<file path="src/rtl/mem_lsu.sv">
`default_nettype none
// ============================================================================
// Module   : mem_lsu
// Purpose  : MEM-stage load/store unit driving an sram-like data master port.
// Revision : 1.0
// ============================================================================
module mem_lsu (
    input  logic        clk,
    input  logic        rst,
    input  logic        valid_i,
    input  logic [3:0]  mem_op_i,
    input  logic [31:0] addr_i,
    input  logic [31:0] wdata_i,
    output logic        data_req,
    output logic        data_wr,
    output logic [1:0]  data_size,
    output logic [31:0] data_addr,
    output logic [31:0] data_wdata,
    input  logic [31:0] data_rdata,
    input  logic        data_addr_ok,
    input  logic        data_data_ok,
    output logic        stall,
    output logic [31:0] load_data_o,
    output logic        done_o,
    output logic        addr_err_o
);

    localparam logic [3:0] c_op_lb  = 4'd1;
    localparam logic [3:0] c_op_lbu = 4'd2;
    localparam logic [3:0] c_op_lh  = 4'd3;
    localparam logic [3:0] c_op_lhu = 4'd4;
    localparam logic [3:0] c_op_lw  = 4'd5;
    localparam logic [3:0] c_op_sb  = 4'd6;
    localparam logic [3:0] c_op_sh  = 4'd7;
    localparam logic [3:0] c_op_sw  = 4'd8;

    typedef enum logic [1:0] {
        ST_IDLE = 2'd0,
        ST_WAIT = 2'd1,
        ST_DONE = 2'd2
    } state_t;

    state_t      r_state;
    state_t      w_next;
    logic [3:0]  r_op;
    logic [1:0]  r_lo;
    logic [31:0] r_result;

    logic        w_is_mem;
    logic        w_is_half;
    logic        w_is_word;
    logic        w_is_store;
    logic        w_misalign;
    logic        w_req_ok;
    logic        w_req;
    logic [1:0]  w_size;
    logic [31:0] w_store_data;
    logic [7:0]  w_byte;
    logic [15:0] w_half;
    logic [31:0] w_ext;

    // Decode of the op currently held in EX/MEM.
    always_comb begin
        w_is_mem   = valid_i && (mem_op_i >= c_op_lb) && (mem_op_i <= c_op_sw);
        w_is_half  = (mem_op_i == c_op_lh) || (mem_op_i == c_op_lhu) || (mem_op_i == c_op_sh);
        w_is_word  = (mem_op_i == c_op_lw) || (mem_op_i == c_op_sw);
        w_is_store = (mem_op_i == c_op_sb) || (mem_op_i == c_op_sh) || (mem_op_i == c_op_sw);
        w_misalign = (w_is_half && addr_i[0]) || (w_is_word && (addr_i[1:0] != 2'b00));
        w_req_ok   = w_is_mem && !w_misalign;
        w_size     = w_is_word ? 2'd2 : (w_is_half ? 2'd1 : 2'd0);
        if (mem_op_i == c_op_sb)
            w_store_data = {4{wdata_i[7:0]}};
        else if (mem_op_i == c_op_sh)
            w_store_data = {2{wdata_i[15:0]}};
        else
            w_store_data = wdata_i;
    end

    always_comb begin
        w_next = r_state;
        w_req  = 1'b0;
        done_o = 1'b0;
        case (r_state)
            ST_IDLE: begin
                w_req = w_req_ok;
                if (w_req && data_addr_ok)
                    w_next = ST_WAIT;
            end
            ST_WAIT: begin
                if (data_data_ok)
                    w_next = ST_DONE;
            end
            ST_DONE: begin
                done_o = 1'b1;
                w_next = ST_IDLE;
            end
            default: w_next = ST_IDLE;
        endcase
    end

    // Little-endian extraction using the offset captured at request acceptance.
    always_comb begin
        case (r_lo)
            2'd0:    w_byte = data_rdata[7:0];
            2'd1:    w_byte = data_rdata[15:8];
            2'd2:    w_byte = data_rdata[23:16];
            default: w_byte = data_rdata[31:24];
        endcase
        w_half = r_lo[1] ? data_rdata[31:16] : data_rdata[15:0];
        case (r_op)
            c_op_lb:  w_ext = {{24{w_byte[7]}}, w_byte};
            c_op_lbu: w_ext = {24'd0, w_byte};
            c_op_lh:  w_ext = {{16{w_half[15]}}, w_half};
            c_op_lhu: w_ext = {16'd0, w_half};
            c_op_lw:  w_ext = data_rdata;
            default:  w_ext = 32'd0;
        endcase
    end

    always_ff @(posedge clk or negedge rst) begin
        if (!rst) begin
            r_state  <= ST_IDLE;
            r_op     <= 4'd0;
            r_lo     <= 2'd0;
            r_result <= 32'd0;
        end else begin
            r_state <= w_next;
            if (r_state == ST_IDLE && w_req && data_addr_ok) begin
                r_op <= mem_op_i;
                r_lo <= addr_i[1:0];
            end
            if (r_state == ST_WAIT && data_data_ok)
                r_result <= w_ext;
        end
    end

    assign data_req    = w_req;
    assign data_wr     = w_req && w_is_store;
    assign data_size   = w_req ? w_size : 2'd0;
    assign data_addr   = w_req ? addr_i : 32'd0;
    assign data_wdata  = (w_req && w_is_store) ? w_store_data : 32'd0;
    assign stall       = w_req_ok && (r_state != ST_DONE);
    assign addr_err_o  = w_is_mem && w_misalign;
    assign load_data_o = r_result;

endmodule
`default_nettype wire

</file>
<file path="config.mk">
export PLATFORM = sky130hd
export DESIGN_NAME = mem_lsu
export DESIGN_NICKNAME = d
export VERILOG_FILES = /design/src/rtl/mem_lsu.sv
export SDC_FILE = /design/constraint.sdc
export NUM_CORES = 1
export LEC_CHECK = 0
export ABC_CLOCK_PERIOD_IN_PS = 1900
export BUFFER_PORTS_ARGS = -buffer_cell sky130_fd_sc_hd__buf_2
export CAP_MARGIN = 20
export CORE_MARGIN = 2
export CORE_UTILIZATION = 38
export DETAILED_ROUTE_END_ITERATION = 8
export GPL_TIMING_DRIVEN = 1
export HOLD_SLACK_MARGIN = 0.08
export PLACE_DENSITY_LB_ADDON = 0.15
export REMOVE_ABC_BUFFERS = 1
export SYNTH_ARGS = -nofsm -noshare
export SYNTH_HDL_FRONTEND = slang
export SYNTH_SLANG_ARGS = --single-unit
export TNS_END_PERCENT = 50
</file>
<file path="constraint.sdc">
create_clock -name clk -period 1.9 [get_ports clk]
set_input_delay 0.285 -clock clk [delete_from_list [all_inputs] [get_ports clk]]
set_output_delay 0.285 -clock clk [all_outputs]
set_load 0.01 [all_outputs]
</file>
==> summary by stage <==
Floorplan
The floorplan has 32 rows. The floorplan step defined a die boundary enclosing 8830 sq um. For this configuration, the core starts out at a cell density of between 30% and 40%. From bottom edge to top edge, the die measures 94.0 um.

In this run the horizontal extent of the chip is 94.0 um. Pin placement for this block handled about 210 I/O pins. The core region is 7770 sq um.

Global route
The number of antenna violations at the first check in global routing was 0. The number of global-route vias before repair is ~3600. Entering global routing, the biggest net connects 39 pins. For this run the aggregate overflow at the end of global routing stands at 0. Global routing used 23.5% of the available tracks.

The first global-routing pass estimated around 17 mm of wire.

Detailed routing
The first routing iteration left 218 violations. Before antenna repair, the detailed router went through 5 iterations. The routed design uses just over 700 um of met3 wire. The number of vias per cell is 5.36.

The met2 wire length is between 5 and 6 mm. Summing over every cut layer, the via total after detailed routing is 3670. The detailed router used layers up to and including met4. Dividing the detail-routed wire length by the instance count gives 16.1 um.

For this run, design rule violations remaining after detail routing come to 0. The remaining antenna violation count is 0. The post-detailed-routing wire length is 11.0 mm. After detailed routing, the wire length on met1 is 4.32 mm.

Timing
The clock period minus final worst setup slack is between 2 and 2.5 ns. Setup repair after global routing could not meet its margin everywhere. For the pin with the worst max-slew slack, the measured transition is 0.687 ns. The setup clock skew after layout is 0.00750 ns. The tightest hold path in the finished design has a slack of 0.227 ns. The post-route clock period utilization is 108%. For this run, the top clock speed supported by timing is between 0.4 and 0.5 GHz. In this run the tightest slew margin relative to its limit is 54.1%. The number of hold violations in the final report is 0. Across all setup checks in the final design, the least slack found is -0.159 ns. Setup violations remaining at the end of the flow were counted as 68. The final-report max-slew violation count came to 0.

Yosys
The mapped netlist covers about 3100 sq um. Counting flops with an async set or reset pin after synthesis yields a share of 100%. The synthesized netlist contains between 50 and 60 unique library cells. During synthesis, Yosys emitted a total of 0 warnings.

After technology mapping, the gate count stands at between 300 and 400. Each instance of the synthesized netlist takes up on average 8.57 sq um. In the synthesized netlist the dominant register cell turns out to be dfrtp_1.

The synthesized design contains 0 enable-type register cells. Sequential cells were found to cover 32.5% of the synthesized design area. The post-synthesis sequential element count is 40.

Power and ir drop
The cell-internal power is 2.50 mW. The leakage power is roughly 2.6 nW. The relative contribution of combinational cells to total power is 48.3%.

The peak supply drop is 0.317 mV. For this design the total switching power over the nets is 1.45 mW. Per report_power, the sequential group accounts for between 30% and 40% of the total. The proportion of power drawn by the clock network is between 10% and 20%. The fraction of power spent switching nets is between 30% and 40%.

The total power density per cell area is between 800 and 900 nW/um^2.

Job
The max-capacitance violation count is 0.

Outcome
The final reports fail on setup timing. The run finished, with violations left.

Critical path
STA classifies the critical path startpoint as a primary input. For the worst setup path, the data required time is 1.62 ns. Data arrives at the worst endpoint at around 1.8 ns. Of all nets on the critical path, the largest fanout is 4. STA classifies the critical path endpoint as an output port. The critical path is of the in -> out type.

Finish
The post-route netlist has between 50% and 60% of its cells at a drive strength greater than 1. The library cell used most frequently in the layout, excluding fill and tap cells, is buf_2. Leaving out fill and tap cells, the most frequent cells in the layout are buf_2 (205), dfrtp_1 (40), nand2_1 (39). The signed area change from the synthesized netlist to the final layout is 54.1%.

The count of cells in the finished layout, fillers not included, comes to roughly 690. The number of nets in the final layout is 687. The number of antenna diodes in the final layout is 0.

Clock tree
The clock passes through at most 2 buffers. The total clock sinks is 40. For the worst-skew pair, the clock arrives at the later sink with an insertion delay of ~0.29 ns. TritonCTS built the clock tree.

The clock root buffer is clkbuf_8. The clock transition time at the flip-flop clock pins of the worst setup and hold paths is 0.08 ns. Counting the buffers created by CTS gives 5.

The maximum level of the CTS H-tree is 2.

Place
Counting tap cells, the placed design contains a total of 667 instances. Detailed placement ended at an HPWL of 8.27 mm. In this run the tool buffered the top-level ports with 207 buffer cells. At the end of routability-driven placement, the weighted congestion stood at between 0.8 and 0.9.

Worst hold path
The class of the tightest hold or removal check is in -> reg.
==> synth_stat cells (all sizes together), types with 4 or more instances <==
cell | n | area, sq um
nand2 | 40 | 150
a22oi | 4 | 30.0
nor3b | 5 | 47.5
a211oi | 8 | 75.1
a21oi | 30 | 150
nor2 | 35 | 131
nand3 | 9 | 50.1
nand2b | 5 | 31.3
o21ai | 13 | 65.1
and3 | 8 | 50.1
mux2i | 20 | 200
a221o | 20 | 200
clkbuf | 16 | 62.6
and2 | 34 | 215
mux2 | 10 | 124
a221oi | 7 | 61.3
inv | 6 | 22.5
buf | 18 | 114
dfrtp | 40 | 1000
==> metal layers <==
metal	up-vias	track usage [%]
li1	1740	-
met4	0	6.28
met3	14	3.93
met2	149	43.6
met1	1767	27.7
met5	-	0
==> final cells by class <==
type | instances | area [sq um]
Fill cell | 728 | 3030
Multi-Input combinational cell | 279 | 2010
Timing Repair Buffer | 250 | 1470
Sequential cell | 40 | 1000
Tap cell | 102 | 128
Clock buffer | 6 | 72.6
Clock inverter | 2 | 35.0
Inverter | 6 | 22.5
==> metrics by stage <==
step	setup WS (ns)	util, %	power (mW)	cell area [sq um]	setup TNS [ns]
floorplan	-1.22	-	2.37	2900	-48.92
global placement	-0.183	56.0	3.16	4350	-6.41
detailed placement	-0.265	56.0	3.20	4350	-11.74
CTS	-0.182	59.7	3.94	4640	-10.61
global route	-0.238	61.0	4.22	4740	-12.30
finish	-0.159	61.0	3.94	4740	-7.87
==> worst max-delay path, cell delays in order <==
cell and delay [ns]:
buf_8 0.10, o31ai_4 0.28, nand3_4 0.11, nor4b_4 0.33
buf_4 0.22, buf_2 0.16, and3_1 0.16, buf_2 0.13
==> power groups by stage <==
stage / sequential [mW] / clock [mW] / combinational (mW)
6_report: 1.35 / 0.688 / 1.91
5_1_grt: 1.40 / 0.739 / 2.08
4_1_cts: 1.35 / 0.709 / 1.88
3_5_place_dp: 1.37 / 0 / 1.83
3_3_place_gp: 1.37 / 0 / 1.80
2_1_floorplan: 1.55 / 0 / 0.817
==> state kept, by name (all words and copies together), names as in the netlist <==
register,cells
r_state,2
r_op,4
r_lo,2
load_data_o,32
==> what timing repair did <==
| item | 4_1_cts | 5_1_grt |
|---|---|---|
| hold endpoints to repair | 13 | 0 |
| buffers inserted | 5 | 2 |
| gates resized for setup | 21 | 27 |
| pin swaps | 4 | 6 |
| gates cloned | 2 | 2 |
| endpoints found under the setup margin | 84 | 69 |
| hold buffers | 1 | 0 |
==> worst paths after layout <==
check	to	startpoint	cells after the start	slack [ns]
worst max-delay path	data_wdata[1]	mem_op_i[1]	8	-0.16
min in group asynchronous	load_data_o[29]$_DFFE_PN0P_	rst	2	0.43
worst min register to register	load_data_o[15]$_DFFE_PN0P_	load_data_o[15]$_DFFE_PN0P_	2	0.51
worst min-delay path	load_data_o[8]$_DFFE_PN0P_	data_rdata[8]	3	0.23
max in group asynchronous	r_lo[1]$_DFFE_PN0P_	rst	3	0.92
worst max register to register	r_lo[0]$_DFFE_PN0P_	r_state[1]$_DFFE_PN0P_	6	0.12
==> cell families (layout without fill, tap and decap cells) <==
logic type	Yosys count	in the layout	synth area share, %
AO/OA/AOI/OAI	92	92	22.1
XOR/XNOR	1	1	0.285
adder cells (fa/ha/maj)	1	1	0.325
buffers and inverters	40	264	6.47
flip-flops	40	40	32.5
multiplexers	31	31	11.3
AND/OR/NAND/NOR	154	154	27.0
Power figures use the tool's default switching activity.
